**src/rtl/z80_seq_pkg.sv**
```systemverilog
// z80_seq_pkg: definitions shared by the EX (SP),rr memory-phase sequencer
// and its bus transfer helper.
//   seq_state_t     : sequencer state encoding (also exported for debug)
//   REG_SEL_*       : register pair select codes (HL/IX/IY, 3 reserved)
//   pad_cnt_w()     : width of the internal pad T-state down-counter
package z80_seq_pkg;

  typedef enum logic [2:0] {
    S_IDLE = 3'd0,
    S_RD   = 3'd1,
    S_RPAD = 3'd2,
    S_WR   = 3'd3,
    S_WPAD = 3'd4,
    S_DONE = 3'd5
  } seq_state_t;

  localparam logic [1:0] REG_SEL_HL   = 2'd0;
  localparam logic [1:0] REG_SEL_IX   = 2'd1;
  localparam logic [1:0] REG_SEL_IY   = 2'd2;
  localparam logic [1:0] REG_SEL_RSVD = 2'd3;

  // clog2(max(rd_pad, wr_pad) + 1), never narrower than one bit so the
  // counter still exists when both pads are zero.
  function automatic int pad_cnt_w(input int rd_pad, input int wr_pad);
    int m;
    m = (rd_pad > wr_pad) ? rd_pad : wr_pad;
    return (m < 1) ? 1 : $clog2(m + 1);
  endfunction

endpackage

```
**src/rtl/z80_bus_xfer.sv**
```systemverilog
// z80_bus_xfer: single-transfer request holder between the sequencer and
// the memory bus controller.
//   go/wr/addr/wdata : transfer description from the sequencer; must stay
//                      constant while go is high
//   mem_req/mem_wr/mem_addr/mem_wdata : bus side of the same transfer
//   mem_ack          : one-cycle completion pulse from the bus
//   xfer_ack         : completion seen by the sequencer
//
// Handshake: mem_req is the request, mem_ack the completion. A transfer
// completes in the cycle mem_req and mem_ack are both high; an ack while
// mem_req is low is dropped. mem_req may stay high into the next cycle, in
// which case that cycle starts the next transfer.
module z80_bus_xfer #(
  parameter int ADDR_W = 16
) (
  input  logic              go,
  input  logic              wr,
  input  logic [ADDR_W-1:0] addr,
  input  logic [7:0]        wdata,
  output logic              mem_req,
  output logic              mem_wr,
  output logic [ADDR_W-1:0] mem_addr,
  output logic [7:0]        mem_wdata,
  input  logic              mem_ack,
  output logic              xfer_ack
);

  assign mem_req   = go;
  assign mem_wr    = wr;
  assign mem_addr  = addr;
  assign mem_wdata = wdata;
  assign xfer_ack  = go & mem_ack;

endmodule

```
**src/rtl/z80_ex_sp_seq.sv**
```systemverilog
// z80_ex_sp_seq: memory phase of EX (SP),HL/IX/IY. Reads REG_BYTES bytes
// upward from SP, pads, writes the latched register bytes back in reverse
// order, pads again, then presents the read value on reg_out.
//   start/reg_sel/sp_in/reg_in : request from the decoder (sampled in IDLE)
//   mem_*                      : req/ack memory bus
//   busy/done                  : operation in flight / one-cycle completion
//   reg_out/reg_sel_out        : exchanged value and target pair
//   state_dbg                  : current sequencer state
// Optional: define Z80_EX_SP_TRACE_EN to add trace_valid, trace_raddr,
// trace_rdata, trace_waddr, trace_wdata and trace_tcycles (bus-order log).
module z80_ex_sp_seq
  import z80_seq_pkg::*;
#(
  parameter int ADDR_W    = 16,
  parameter int REG_BYTES = 2,
  parameter int RD_PAD    = 1,
  parameter int WR_PAD    = 2
) (
  input  logic                     clk,
  input  logic                     reset,
  input  logic                     start,
  input  logic [1:0]               reg_sel,
  input  logic [ADDR_W-1:0]        sp_in,
  input  logic [8*REG_BYTES-1:0]   reg_in,
  output logic                     mem_req,
  output logic                     mem_wr,
  output logic [ADDR_W-1:0]        mem_addr,
  output logic [7:0]               mem_wdata,
  input  logic                     mem_ack,
  input  logic [7:0]               mem_rdata,
  output logic                     busy,
  output logic                     done,
  output logic [8*REG_BYTES-1:0]   reg_out,
  output logic [1:0]               reg_sel_out,
  output seq_state_t               state_dbg
`ifdef Z80_EX_SP_TRACE_EN
  ,
  output logic                     trace_valid,
  output logic [REG_BYTES*ADDR_W-1:0] trace_raddr,
  output logic [8*REG_BYTES-1:0]   trace_rdata,
  output logic [REG_BYTES*ADDR_W-1:0] trace_waddr,
  output logic [8*REG_BYTES-1:0]   trace_wdata,
  output logic [7:0]               trace_tcycles
`endif
);

  localparam int N     = REG_BYTES;
  localparam int IDX_W = (N > 1) ? $clog2(N) : 1;
  localparam int CNT_W = pad_cnt_w(RD_PAD, WR_PAD);
  localparam logic [IDX_W-1:0] IDX_LAST = IDX_W'(N - 1);
  localparam logic [CNT_W-1:0] RD_CNT   = CNT_W'(RD_PAD);
  localparam logic [CNT_W-1:0] WR_CNT   = CNT_W'(WR_PAD);

  seq_state_t         state_q, state_d;
  logic [IDX_W-1:0]   idx_q;
  logic [CNT_W-1:0]   cnt_q;
  logic [ADDR_W-1:0]  sp_q;
  logic [8*N-1:0]     reg_q;
  logic [8*N-1:0]     shadow_q;
  logic [8*N-1:0]     reg_out_q;
  logic [1:0]         sel_q;

  logic               accept;
  logic               xfer_go;
  logic               xfer_wr;
  logic [ADDR_W-1:0]  xfer_addr;
  logic [7:0]         xfer_wdata;
  logic               xfer_ack;

  assign accept     = start && (reg_sel != REG_SEL_RSVD);
  assign xfer_go    = (state_q == S_RD) || (state_q == S_WR);
  assign xfer_wr    = (state_q == S_WR);
  // Address arithmetic wraps modulo 2^ADDR_W by truncation.
  assign xfer_addr  = sp_q + ADDR_W'(idx_q);
  assign xfer_wdata = reg_q[{idx_q, 3'b000} +: 8];

  z80_bus_xfer #(.ADDR_W(ADDR_W)) u_xfer (
    .go        (xfer_go),
    .wr        (xfer_wr),
    .addr      (xfer_addr),
    .wdata     (xfer_wdata),
    .mem_req   (mem_req),
    .mem_wr    (mem_wr),
    .mem_addr  (mem_addr),
    .mem_wdata (mem_wdata),
    .mem_ack   (mem_ack),
    .xfer_ack  (xfer_ack)
  );

  always_comb begin
    state_d = state_q;
    case (state_q)
      S_IDLE: if (accept) state_d = S_RD;
      S_RD:   if (xfer_ack && idx_q == IDX_LAST)
                state_d = (RD_PAD == 0) ? S_WR : S_RPAD;
      // Counter is loaded with the pad length, so the state lasts exactly
      // that many cycles.
      S_RPAD: if (cnt_q <= CNT_W'(1)) state_d = S_WR;
      S_WR:   if (xfer_ack && idx_q == '0)
                state_d = (WR_PAD == 0) ? S_DONE : S_WPAD;
      S_WPAD: if (cnt_q <= CNT_W'(1)) state_d = S_DONE;
      S_DONE: state_d = S_IDLE;
      default: state_d = S_IDLE;
    endcase
  end

  always_ff @(posedge clk) begin
    if (reset) begin
      state_q   <= S_IDLE;
      idx_q     <= '0;
      cnt_q     <= '0;
      sp_q      <= '0;
      reg_q     <= '0;
      shadow_q  <= '0;
      reg_out_q <= '0;
      sel_q     <= '0;
    end else begin
      state_q <= state_d;
      case (state_q)
        S_IDLE: if (accept) begin
          sp_q  <= sp_in;
          reg_q <= reg_in;
          sel_q <= reg_sel;
          idx_q <= '0;
        end
        S_RD: if (xfer_ack) begin
          shadow_q[{idx_q, 3'b000} +: 8] <= mem_rdata;
          if (idx_q == IDX_LAST) cnt_q <= RD_CNT;
          else                   idx_q <= idx_q + 1'b1;
        end
        S_RPAD: begin
          cnt_q <= cnt_q - 1'b1;
          idx_q <= IDX_LAST;
        end
        S_WR: if (xfer_ack) begin
          if (idx_q == '0) cnt_q <= WR_CNT;
          else             idx_q <= idx_q - 1'b1;
        end
        S_WPAD: cnt_q <= cnt_q - 1'b1;
        default: ;
      endcase
      // The register file only ever sees a complete exchange; an aborted
      // operation leaves reg_out untouched.
      if (state_d == S_DONE) reg_out_q <= shadow_q;
    end
  end

  assign busy        = (state_q == S_RD) || (state_q == S_RPAD) ||
                       (state_q == S_WR) || (state_q == S_WPAD);
  assign done        = (state_q == S_DONE);
  assign reg_out     = reg_out_q;
  assign reg_sel_out = sel_q;
  assign state_dbg   = state_q;

`ifdef Z80_EX_SP_TRACE_EN
  logic [N*ADDR_W-1:0] tr_raddr_q, tr_waddr_q;
  logic [8*N-1:0]      tr_rdata_q, tr_wdata_q;
  logic [7:0]          tr_tcyc_q;
  int                  rpos, wpos;

  // Writes go out highest index first, so bus slot = N-1-idx.
  assign rpos = int'(idx_q);
  assign wpos = N - 1 - int'(idx_q);

  always_ff @(posedge clk) begin
    if (reset) begin
      tr_raddr_q <= '0;
      tr_rdata_q <= '0;
      tr_waddr_q <= '0;
      tr_wdata_q <= '0;
      tr_tcyc_q  <= '0;
    end else begin
      if (state_q == S_IDLE && accept) tr_tcyc_q <= '0;
      else if (busy)                   tr_tcyc_q <= tr_tcyc_q + 8'd1;
      if (state_q == S_RD && xfer_ack) begin
        tr_raddr_q[rpos*ADDR_W +: ADDR_W] <= xfer_addr;
        tr_rdata_q[rpos*8 +: 8]           <= mem_rdata;
      end
      if (state_q == S_WR && xfer_ack) begin
        tr_waddr_q[wpos*ADDR_W +: ADDR_W] <= xfer_addr;
        tr_wdata_q[wpos*8 +: 8]           <= xfer_wdata;
      end
    end
  end

  assign trace_valid   = done;
  assign trace_raddr   = tr_raddr_q;
  assign trace_rdata   = tr_rdata_q;
  assign trace_waddr   = tr_waddr_q;
  assign trace_wdata   = tr_wdata_q;
  assign trace_tcycles = tr_tcyc_q;
`endif

endmodule

```
**config.mk**
```make
export PLATFORM = sky130hd
export DESIGN_NAME = z80_ex_sp_seq
export DESIGN_NICKNAME = d
export VERILOG_FILES = /design/src/rtl/z80_seq_pkg.sv /design/src/rtl/z80_bus_xfer.sv /design/src/rtl/z80_ex_sp_seq.sv
export SDC_FILE = /design/constraint.sdc
export NUM_CORES = 1
export LEC_CHECK = 0
export ABC_AREA = 1
export CORE_ASPECT_RATIO = 0.6
export CORE_MARGIN = 3
export CORE_UTILIZATION = 45
export DETAILED_ROUTE_END_ITERATION = 7
export GPL_TIMING_DRIVEN = 0
export PLACE_DENSITY_LB_ADDON = 0.3
export SLEW_MARGIN = 40
export SYNTH_ARGS = -nofsm -noshare
export SYNTH_HDL_FRONTEND = slang
export SYNTH_SLANG_ARGS = --single-unit
```
**constraint.sdc**
```tcl
create_clock -name clk -period 2.2 [get_ports clk]
set_clock_uncertainty 0.05 [all_clocks]
set_input_delay 0.44 -clock clk [delete_from_list [all_inputs] [get_ports clk]]
set_output_delay 0.44 -clock clk [all_outputs]
set_load 0.05 [all_outputs]
```
==> metrics.yaml <==
global_route:
  grt_pass1_wl_um: 15200
  overflow: 0
  grt_start_max_net_pins: 14
  grtUsageTotal: 0.239
  grt_pass1_vias: 3109
  antenna_found_initial: 0
die:
  io_pins: 95
  die_height_um: 70.2
  design.core.area_sq_mm: 0.00639
  die_w_um: 113
  rows: 22
  start_util: 0.485
  die_area_sq_mm: 0.00794
placement:
  place_inst: 600
  pre_cts_ws_ns: -0.760
  placed_area_sq_mm: 0.00421
  numPortBuffers: 94
  dp_hpwl_um: 6520
  gp_congestion: 0.939
detailed_routing:
  routed_wl_um: 9320
  ant_nets: 0
  vias: 3174
  drc_errors: 0
  routed_via_density: 5.13
  drt-initial-drc-count: 224
  wl_per_cell_um: 15.1
  first_pass_iters: 5
clock_network:
  ctsHoldBuffers: 0
  path_clk_slew_ns: 0.06
  cts_htree_levels: 3
  clk_path_buf_depth: 2
  insertion_delay_ns: 0.33
  clock-sinks: 72
  cts_made_buffers: 9
  cts_tree: "done"
  cts_root_buf: "clkbuf_16"
timing:
  setup_viol: 4
  tns_ns: -0.233
  hold_ws_ns: 0.407
  drv_slew: 0
  tightestPinTransition_ns: 0.510
  rsz0062_at_grt: "true"
  period_minus_slack_ns: 2.30
  fmax_mhz: 434
  min_period_over_period: 1.05
  hold_viol_final: 0
  relSlewSlack: 0.659
  fin_ws_ns: -0.105
finish:
  ff_latch_area_sq_mm: 0.00145
  drive_gt1_frac: 0.174
  multi_input_area_sq_mm: 0.00159
  fill_cells: 494
  final_area_sq_mm: 0.00462
  synthToLayoutAreaGrowth_pct: 49.5
  antenna_cells: 0
  final_util: 0.724
  nNetsFinal: 579
  layoutNonFillerInstCount: 619
yosys:
  yosysTopAreaCell: "dfxtp_1"
  ys_async_sr_fraction: 0
  yosysSeqAreaShare: 0.466
  synth_cell_type_count: 26
  synth.avg_cell_area_sq_um: 7.33
  syn_inst: 422
  synth-edff-count: 0
  synth_flop_cell: "dfxtp_1"
  synthTopCellsByArea: "dfxtp_1, nor2_1, o21ai_0"
  synth_nets: 471
  ys_seq_elements: 72
  synth_top_area_share: 0.466
  synth.cell_area_sq_mm: 0.00309
  yosysWarnings: 0
min_path:
  hp-class: "flop to flop"
pwr:
  p_leak_nw: 1.99
  finalPower_mw: 3.87
  p_per_area_mw_per_mm2: 836
  ir_worst_vdd_v: 0.000517
setup_path:
  crit_type: "flop to output port"
  cp_max_fo: 3
  worstPathRequired_ns: 1.71
  ff2ff_setup_slack_ns: 0.54
  cp-start-kind: "flop"
  cp.arrival_ns: 1.81
  endpoint_kind: "output port"
run:
  maxCapViolCount: 0
status:
  run_status: "finished, violations left"
  failed_checks: "negative setup slack"
## kinds of logic (layout without fill, tap and decap cells)
group / Yosys count / count (layout) / share of synthesized area
simple gates: 184 / 184 / 0.248
compound gates: 97 / 97 / 0.158
flops: 72 / 72 / 0.466
buf+inv: 52 / 165 / 0.0764
xor+xnor: 14 / 14 / 0.0396
fa+ha+maj: 3 / 3 / 0.0121
## power by group
part           internal, mW  switching, mW  total [mW]
Combinational         0.282          0.530       0.812
Clock                  1.03          0.553        1.58
Sequential             1.40         0.0759        1.47
Total                  2.71           1.16        3.87
## cells in the final DEF (no fill, tap or decap), types with 3 or more instances in the layout
cell type and instances:
dlygate4sd2_1 5, inv_1 27, xor2_2 6, inv_2 5
buf_4 7, clkbuf_4 4, nand3_2 3, clkbuf_1 10
o21ai_0 67, clkdlybuf4s50_1 64, dfxtp_1 68, buf_6 12
nand3_1 7, a21oi_1 27, clkbuf_16 9, nor2_4 5
nor2_1 98, nand2_1 54, buf_2 9, clkbuf_2 4
dfxtp_2 3, xor2_1 5
## Yosys cell counts (2+ instances only)
master and instances:
buf_6 4, o21ai_0 67, dfxtp_1 72, inv_1 27, ha_1 3, nor3_1 4, clkbuf_1 11, a21oi_1 27
buf_4 2, buf_2 3, nor2_1 101, nor2_2 3, inv_2 5, xor2_1 11, nand4_1 2, xnor2_1 3
nand3_2 2, nand2_1 58, nand3_1 9, o21ai_1 2
## sequential cells by signal, summed over array words and instances, names as in the netlist
signal	flops
idx_q	1
sp_q	16
reg_q	16
reg_out	16
reg_sel_out	2
state_dbg	3
cnt_q	2
shadow_q	16
## worst paths after layout
| check | from | to | cells past startpoint |
|---|---|---|---|
| setup / recovery | idx_q$_SDFFE_PP0P_ | mem_addr[6] | 7 |
| hold / removal | shadow_q[3]$_SDFFE_PP0P_ | reg_out[3]$_SDFFE_PP0N_ | 2 |
| setup reg to reg | state_dbg[2]$_SDFF_PP0_ | reg_q[14]$_SDFFE_PP0P_ | 5 |
| hold reg to reg | shadow_q[3]$_SDFFE_PP0P_ | reg_out[3]$_SDFFE_PP0N_ | 2 |
## area by class of cell
cell class,instances,area share
Buffer,20,0.0260
Clock buffer,10,0.0517
Clock inverter,6,0.0198
Inverter,32,0.0260
Multi-Input combinational cell,298,0.345
Sequential cell,72,0.313
Tap cell,84,0.0227
Timing Repair Buffer,97,0.196
## metal layers
metal | GRT usage | vias up | part of all wire
li1 | - | 1559 | -
met1 | 0.336 | 1453 | 0.45
met2 | 0.367 | 147 | 0.46
met3 | 0.0528 | 15 | 0.076
met4 | 0.0720 | 0 | 0.014
met5 | 0 | - | 0
## worst max-delay path: stages (launching register included)
cell and delay, ns:
dfxtp_4 0.37, ha_4 0.17, ha_4 0.16, nand2_4 0.07
nor3b_4 0.23, buf_4 0.16, xor2_2 0.15, buf_6 0.18
## timing repair
item	4_1_cts	5_1_grt
buffers inserted	2	1
gates resized for setup	151	23
setup endpoints to repair	30	25
pin swaps	6	4
No activity file was read; power rests on OpenSTA's default activity.
